===== src/rtl/id_stage_pipe.sv =====
// Pipelined instruction-decode stage: register file with write-back bypass, load-use
// hazard detection, in-decode branch/jump resolution and a registered ID/EX bundle.
module id_stage_pipe #(
   parameter int NREG     = 32,
   parameter int BYPASS   = 1,
   parameter int BR_IN_ID = 1
) (
   input  logic        clk,
   input  logic        rst,
   input  logic        in_valid,
   output logic        in_ready,
   input  logic [31:0] in_pc,
   input  logic [31:0] in_instr,
   input  logic        wb_en,
   input  logic [4:0]  wb_rd,
   input  logic [31:0] wb_data,
   input  logic        ex_load,
   input  logic [4:0]  ex_load_rd,
   input  logic        flush,
   output logic        out_valid,
   input  logic        out_ready,
   output logic [2:0]  out_alu_op,
   output logic        out_bse,
   output logic [5:0]  out_funct,
   output logic [4:0]  out_shamt,
   output logic [31:0] out_a,
   output logic [31:0] out_b,
   output logic [31:0] out_se,
   output logic [4:0]  out_rd,
   output logic        out_mem_rd,
   output logic        out_mem_wr,
   output logic        out_reg_wr,
   output logic        redirect_valid,
   output logic [31:0] redirect_pc
);

   localparam int RW = (NREG > 1) ? $clog2(NREG) : 1;

   localparam logic [5:0] OP_RTYPE = 6'h00;
   localparam logic [5:0] OP_J     = 6'h02;
   localparam logic [5:0] OP_BEQ   = 6'h04;
   localparam logic [5:0] OP_BNE   = 6'h05;
   localparam logic [5:0] OP_ADDI  = 6'h08;
   localparam logic [5:0] OP_LW    = 6'h23;
   localparam logic [5:0] OP_SW    = 6'h2B;

   typedef struct packed {
      logic [2:0]  alu_op;
      logic        bse;
      logic [5:0]  funct;
      logic [4:0]  shamt;
      logic [31:0] a;
      logic [31:0] b;
      logic [31:0] se;
      logic [4:0]  rd;
      logic        mem_rd;
      logic        mem_wr;
      logic        reg_wr;
   } bundle_t;

   logic [31:0] rf_q [NREG];
   bundle_t     bundle_d, bundle_q;
   logic        valid_d, valid_q;
   logic        redir_d, redir_q;
   logic [31:0] rpc_q;

   logic [5:0]  opcode;
   logic [4:0]  rs, rt;
   logic [31:0] op_a, op_b, se, br_target, j_target, target;
   logic        taken, uses_rt, haz, transfer, rf_we;

   // Indices beyond the implemented register count read as zero and are never written.
   function automatic logic reg_ok(input logic [4:0] idx);
      return 32'(idx) < 32'(NREG);
   endfunction

   function automatic logic [31:0] read_reg(input logic [4:0] idx);
      if (idx == 5'd0 || !reg_ok(idx))
         return 32'd0;
      else if (BYPASS != 0 && wb_en && wb_rd == idx)
         return wb_data;
      else
         return rf_q[idx[RW-1:0]];
   endfunction

   assign opcode    = in_instr[31:26];
   assign rs        = in_instr[25:21];
   assign rt        = in_instr[20:16];
   assign op_a      = read_reg(rs);
   assign op_b      = read_reg(rt);
   assign se        = {{16{in_instr[15]}}, in_instr[15:0]};
   assign br_target = in_pc + {se[29:0], 2'b00};
   assign j_target  = {in_pc[31:28], in_instr[25:0], 2'b00};

   assign uses_rt  = (opcode == OP_RTYPE) || (opcode == OP_SW) ||
                     (opcode == OP_BEQ)   || (opcode == OP_BNE);
   assign haz      = ex_load && (ex_load_rd != 5'd0) &&
                     ((ex_load_rd == rs) || (uses_rt && ex_load_rd == rt));
   assign in_ready = !rst && !haz && (!valid_q || out_ready);
   assign transfer = in_valid && in_ready && !flush;
   assign rf_we    = wb_en && (wb_rd != 5'd0) && reg_ok(wb_rd);

   always_comb begin
      bundle_d        = '0;
      bundle_d.funct  = in_instr[5:0];
      bundle_d.shamt  = in_instr[10:6];
      bundle_d.a      = op_a;
      bundle_d.b      = op_b;
      bundle_d.se     = se;
      bundle_d.rd     = (opcode == OP_RTYPE) ? in_instr[15:11] : rt;
      taken           = 1'b0;
      target          = br_target;
      case (opcode)
         OP_RTYPE: begin bundle_d.alu_op = 3'b010; bundle_d.reg_wr = 1'b1; end
         OP_ADDI:  begin bundle_d.bse = 1'b1; bundle_d.reg_wr = 1'b1; end
         OP_LW:    begin bundle_d.bse = 1'b1; bundle_d.mem_rd = 1'b1; bundle_d.reg_wr = 1'b1; end
         OP_SW:    begin bundle_d.bse = 1'b1; bundle_d.mem_wr = 1'b1; end
         OP_BEQ:   begin bundle_d.alu_op = 3'b001; taken = (op_a == op_b); end
         OP_BNE:   begin bundle_d.alu_op = 3'b001; taken = (op_a != op_b); end
         OP_J:     begin taken = 1'b1; target = j_target; end
         default:  ;
      endcase
   end

   // Flush wins over everything; a held bundle only retires when EX takes it.
   always_comb begin
      if (flush)          valid_d = 1'b0;
      else if (transfer)  valid_d = 1'b1;
      else if (out_ready) valid_d = 1'b0;
      else                valid_d = valid_q;
   end

   assign redir_d = (BR_IN_ID != 0) && transfer && taken;

   // NOTE: sequential state uses non-blocking assignments so every register samples
   // the pre-edge values, independent of statement order.
   always_ff @(posedge clk) begin
      if (rst) begin
         valid_q  <= 1'b0;
         bundle_q <= '0;
         redir_q  <= 1'b0;
         rpc_q    <= '0;
      end else begin
         valid_q <= valid_d;
         redir_q <= redir_d;
         if (transfer) bundle_q <= bundle_d;
         if (redir_d)  rpc_q    <= target;
      end
   end

   // NOTE: the register array is deliberately reset, since architectural state
   // must read zero after reset; this rules out a plain RAM macro.
   always_ff @(posedge clk) begin
      if (rst) begin
         for (int i = 0; i < NREG; i++) rf_q[i] <= '0;
      end else if (rf_we) begin
         rf_q[wb_rd[RW-1:0]] <= wb_data;
      end
   end

   assign out_valid      = valid_q;
   assign out_alu_op     = bundle_q.alu_op;
   assign out_bse        = bundle_q.bse;
   assign out_funct      = bundle_q.funct;
   assign out_shamt      = bundle_q.shamt;
   assign out_a          = bundle_q.a;
   assign out_b          = bundle_q.b;
   assign out_se         = bundle_q.se;
   assign out_rd         = bundle_q.rd;
   assign out_mem_rd     = bundle_q.mem_rd;
   assign out_mem_wr     = bundle_q.mem_wr;
   assign out_reg_wr     = bundle_q.reg_wr;
   assign redirect_valid = redir_q;
   assign redirect_pc    = rpc_q;

endmodule


===== config.mk =====
export PLATFORM = sky130hd
export DESIGN_NAME = id_stage_pipe
export DESIGN_NICKNAME = d
export VERILOG_FILES = /design/src/rtl/id_stage_pipe.sv
export SDC_FILE = /design/constraint.sdc
export NUM_CORES = 2
export LEC_CHECK = 0
export CAP_MARGIN = 20
export CORE_AREA = 2 2 342 598
export DETAILED_ROUTE_END_ITERATION = 16
export DIE_AREA = 0 0 344 600
export PLACE_DENSITY = 0.57
export SLEW_MARGIN = 5
export SYNTH_ARGS = -nofsm -noshare
export SYNTH_HDL_FRONTEND = slang
export SYNTH_SLANG_ARGS = --single-unit

===== constraint.sdc =====
create_clock -name clk -period 7.95 [get_ports clk]
set_input_delay 1.59 -clock clk [delete_from_list [all_inputs] [get_ports clk]]
set_output_delay 1.59 -clock clk [all_outputs]
set_load 0.05 [all_outputs]

==> flow_summary.ini <==
[logic_synthesis]
synth.cell_area_mm2 = 0.0622
synth.distinct_cells = 80
seq_area_frac_synth = 0.534
synthesis.area_per_instance_um2 = 13.6
synth_enable_flop_cells = 1024
yosys_most_used_dff = edfxtp_1
ys_seq_elements = 1149
synthesis.instances = 4577
synthesis.yosys.warnings = 0
postSynth.asyncResetShare = 0

[floorplanning]
chipWidth_um = 344
pin_count = 267
floorplan.rows = 218
dieArea_mm2 = 0.206
placeable_core_area_mm2 = 0.201
die_h_um = 600
initial_core_util = 0.309

[timing]
timing.final.ws_setup_ps = 1560
period_share = 0.803
setup_repair_after_global_routing_missed_its_margin = no
tightestPinTransition_ps = 1240
layout_min_cycle_time_ps = 6390
timing.final.setup_violations = 0
final-max-slew-violation-count = 0
clock-skew-final_ps = 30.2
worst_slew_margin_rel = 0.175
final_tns_setup_ps = 0
fmax_mhz = 157
timing_hold_violations_final = 0

[global_routing]
grt_pass1_wl_um = 363000
global_route.overflow_total = 0
globalRouteTotalUtil = 0.255
via_count_of_the_first_global_routing_pass = 44900
antenna_found_initial = 28
maximum_number_of_pins_on_one_net_before_global_route_repair = 76

[final_layout]
syn_to_final_growth_pct = 15.2
post_route_cells_drive_above_1_share = 0.203
nNetsFinal = 4870
final.fill_count = 19400

[cts]
post_cts_setup_driven_buffer_insertion_count = 0
ctsResizeCount = 0
clock_sinks = 1149
clock_latency_at_the_later_pin_of_the_worst_skew_pair_ps = 760
cts.clk_slew.worst_paths_ps = 70
cts.path.max_buffers = 3
cts_hold_buf = 0
clockRootBuffer = clkbuf_16
numCtsBuffers = 100
tritoncts_clock_tree = yes
htreeDepth = 3

[min_path]
worstHoldPathType = flop to flop
whs_path_depth = 2

[power_and_ir_drop]
vdd_ir_drop_max_mv = 0.159
totalPowerFinal_uw = 14300
power.density_mw_per_mm2 = 200
static_leak_uw = 0.0240

[detailed_routing]
detail_route.first_pass.iterations = 6
vias = 44900
post_drt_wl_per_cell_um = 35.9
drcViolationCount = 0
drt.antenna.violating_nets = 0
vias_per_cell = 6.02
drt_iter0_drc = 5952
postRouteWirelength_um = 268000

[placement]
routability_congestion_estimate = 0.960
buffer_ports.inserted = 265
post-dp-hpwl_um = 175000
pre_cts_ws_ps = 1020

[worst_setup_path]
timing.setup.critical_path_class = input port to flop
cp.arrival_ps = 7080
critical_path.max_fanout = 21
setup.worst_path.start_class = input port
timing.reg2reg.worst_path_depth = 13
cp.required_ps = 8640
element_type_at_the_critical_path_end = flop

[flow_run]
max_cap_viol_count = 0

[status]
outcome = completed
worst max-delay path: stages:
cell and delay, ps:
buf_2 580, buf_4 440, or3b_2 600, o22ai_1 130
a211oi_1 570, nand3_1 140, a21oi_1 430, xnor2_1 440
nand4_1 230, nor4_2 420, nand4_2 280, mux2i_4 290
buf_4 250, a2111oi_0 440, a31o_2 170
cell usage in the layout, fill, tap and decap left out, types with 39 or more instances in the layout:
cell | Yosys | layout
o21ai_0 | 70 | 39
nand2_1 | 214 | 214
and2_1 | 878 | 878
nand3_1 | 81 | 80
edfxtp_1 | 1024 | 1024
dfxtp_1 | 125 | 125
nor3_1 | 175 | 174
nor2_1 | 159 | 124
mux2i_1 | 170 | 170
buf_4 | 67 | 208
a21oi_1 | 125 | 125
a22oi_1 | 67 | 67
clkdlybuf4s50_1 | 0 | 253
clkbuf_16 | 0 | 103
mux4_2 | 500 | 500
final timing paths:
kind / slack, ps / startpoint / to
max: 1560 / in_instr[23] / redirect_pc[25]
max reg2reg: 3050 / rf_q[2][4] / redirect_pc[25]
min reg2reg: 450 / out_a[9] / out_a[9]
min: 450 / out_a[9] / out_a[9]
cell usage after synthesis, types with 14 or more instances:
master | instances | area (um^2)
buf_1 | 31 | 116
edfxtp_1 | 1024 | 30700
ha_1 | 29 | 363
nor2_1 | 159 | 597
dfxtp_1 | 125 | 2500
buf_6 | 22 | 248
buf_4 | 67 | 503
a211oi_1 | 35 | 263
xor2_1 | 21 | 184
a31o_1 | 17 | 149
o22ai_1 | 34 | 213
and2_1 | 878 | 5490
buf_2 | 42 | 210
nor2b_1 | 24 | 150
inv_1 | 18 | 67.6
nor4_1 | 17 | 106
mux4_2 | 500 | 11300
mux2i_1 | 170 | 1700
nor3_1 | 175 | 876
a21o_1 | 21 | 158
xnor2_1 | 36 | 315
a32oi_1 | 26 | 228
nand2b_1 | 14 | 87.6
o21ai_0 | 70 | 350
clkbuf_1 | 313 | 1170
a31oi_1 | 18 | 113
a21oi_1 | 125 | 626
nand3_1 | 81 | 405
a22oi_1 | 67 | 503
nand2_1 | 214 | 803
routing by layer:
metal,share of wire,up-vias,routed length [um],track usage
met3,0.099,994,26600,0.0548
met2,0.48,3178,130000,0.426
met1,0.32,23000,85900,0.276
met5,0.00050,-,134,0
li1,-,17800,-,-
met4,0.096,20,25600,0.207
where the power goes:
part | internal [uW] | switching, uW | total (uW)
Sequential | 6880 | 165 | 7050
Clock | 2520 | 2380 | 4900
Combinational | 869 | 1510 | 2370
Total | 10300 | 4050 | 14300
through the flow:
stage	utilization	cell area (um^2)	cells	hold slack, ps
finish	0.356	71700	7465	452
CTS	0.356	71600	7445	453
global route	0.356	71600	7449	477
detailed placement	0.341	68500	7264	445
floorplan	-	62300	4609	671
global placement	0.340	68500	7263	440
state kept, by name, indices dropped and copies added, names as in the netlist:
name	cells
out_b	32
out_funct	5
out_bse	1
rf_q	1024
out_se	7
out_mem_rd	1
out_reg_wr	1
out_shamt	4
redirect_valid	1
out_alu_op	2
out_valid	1
out_a	32
out_mem_wr	1
redirect_pc	32
out_rd	5
kinds of logic (layout without fill, tap and decap cells):
| kind of cell | Yosys count | after routing | share of synthesized area |
|---|---|---|---|
| simple gates | 1641 | 1641 | 0.146 |
| other cells | 1 | 52 | 0.0000603 |
| compound gates | 529 | 529 | 0.0580 |
| fa+ha+maj | 30 | 30 | 0.00615 |
| flops | 1149 | 1149 | 0.534 |
| mux | 673 | 673 | 0.209 |
| buf+inv | 497 | 694 | 0.0379 |
| xor+xnor | 57 | 57 | 0.00802 |
final cells by class:
| type | instances | area [um^2] | area share |
|---|---|---|---|
| flip-flops and latches | 1149 | 33300 | 0.464 |
| diodes | 19 | 47.5 | 0.000663 |
| multi-input cells | 2963 | 27300 | 0.381 |
| clock buffers | 128 | 2690 | 0.0375 |
| inverters | 20 | 82.6 | 0.00115 |
| clock inverters | 53 | 389 | 0.00543 |
| well taps | 2640 | 3300 | 0.0461 |
| repair buffers | 493 | 4620 | 0.0644 |
Note: power is estimated with default switching activity, not from simulation.
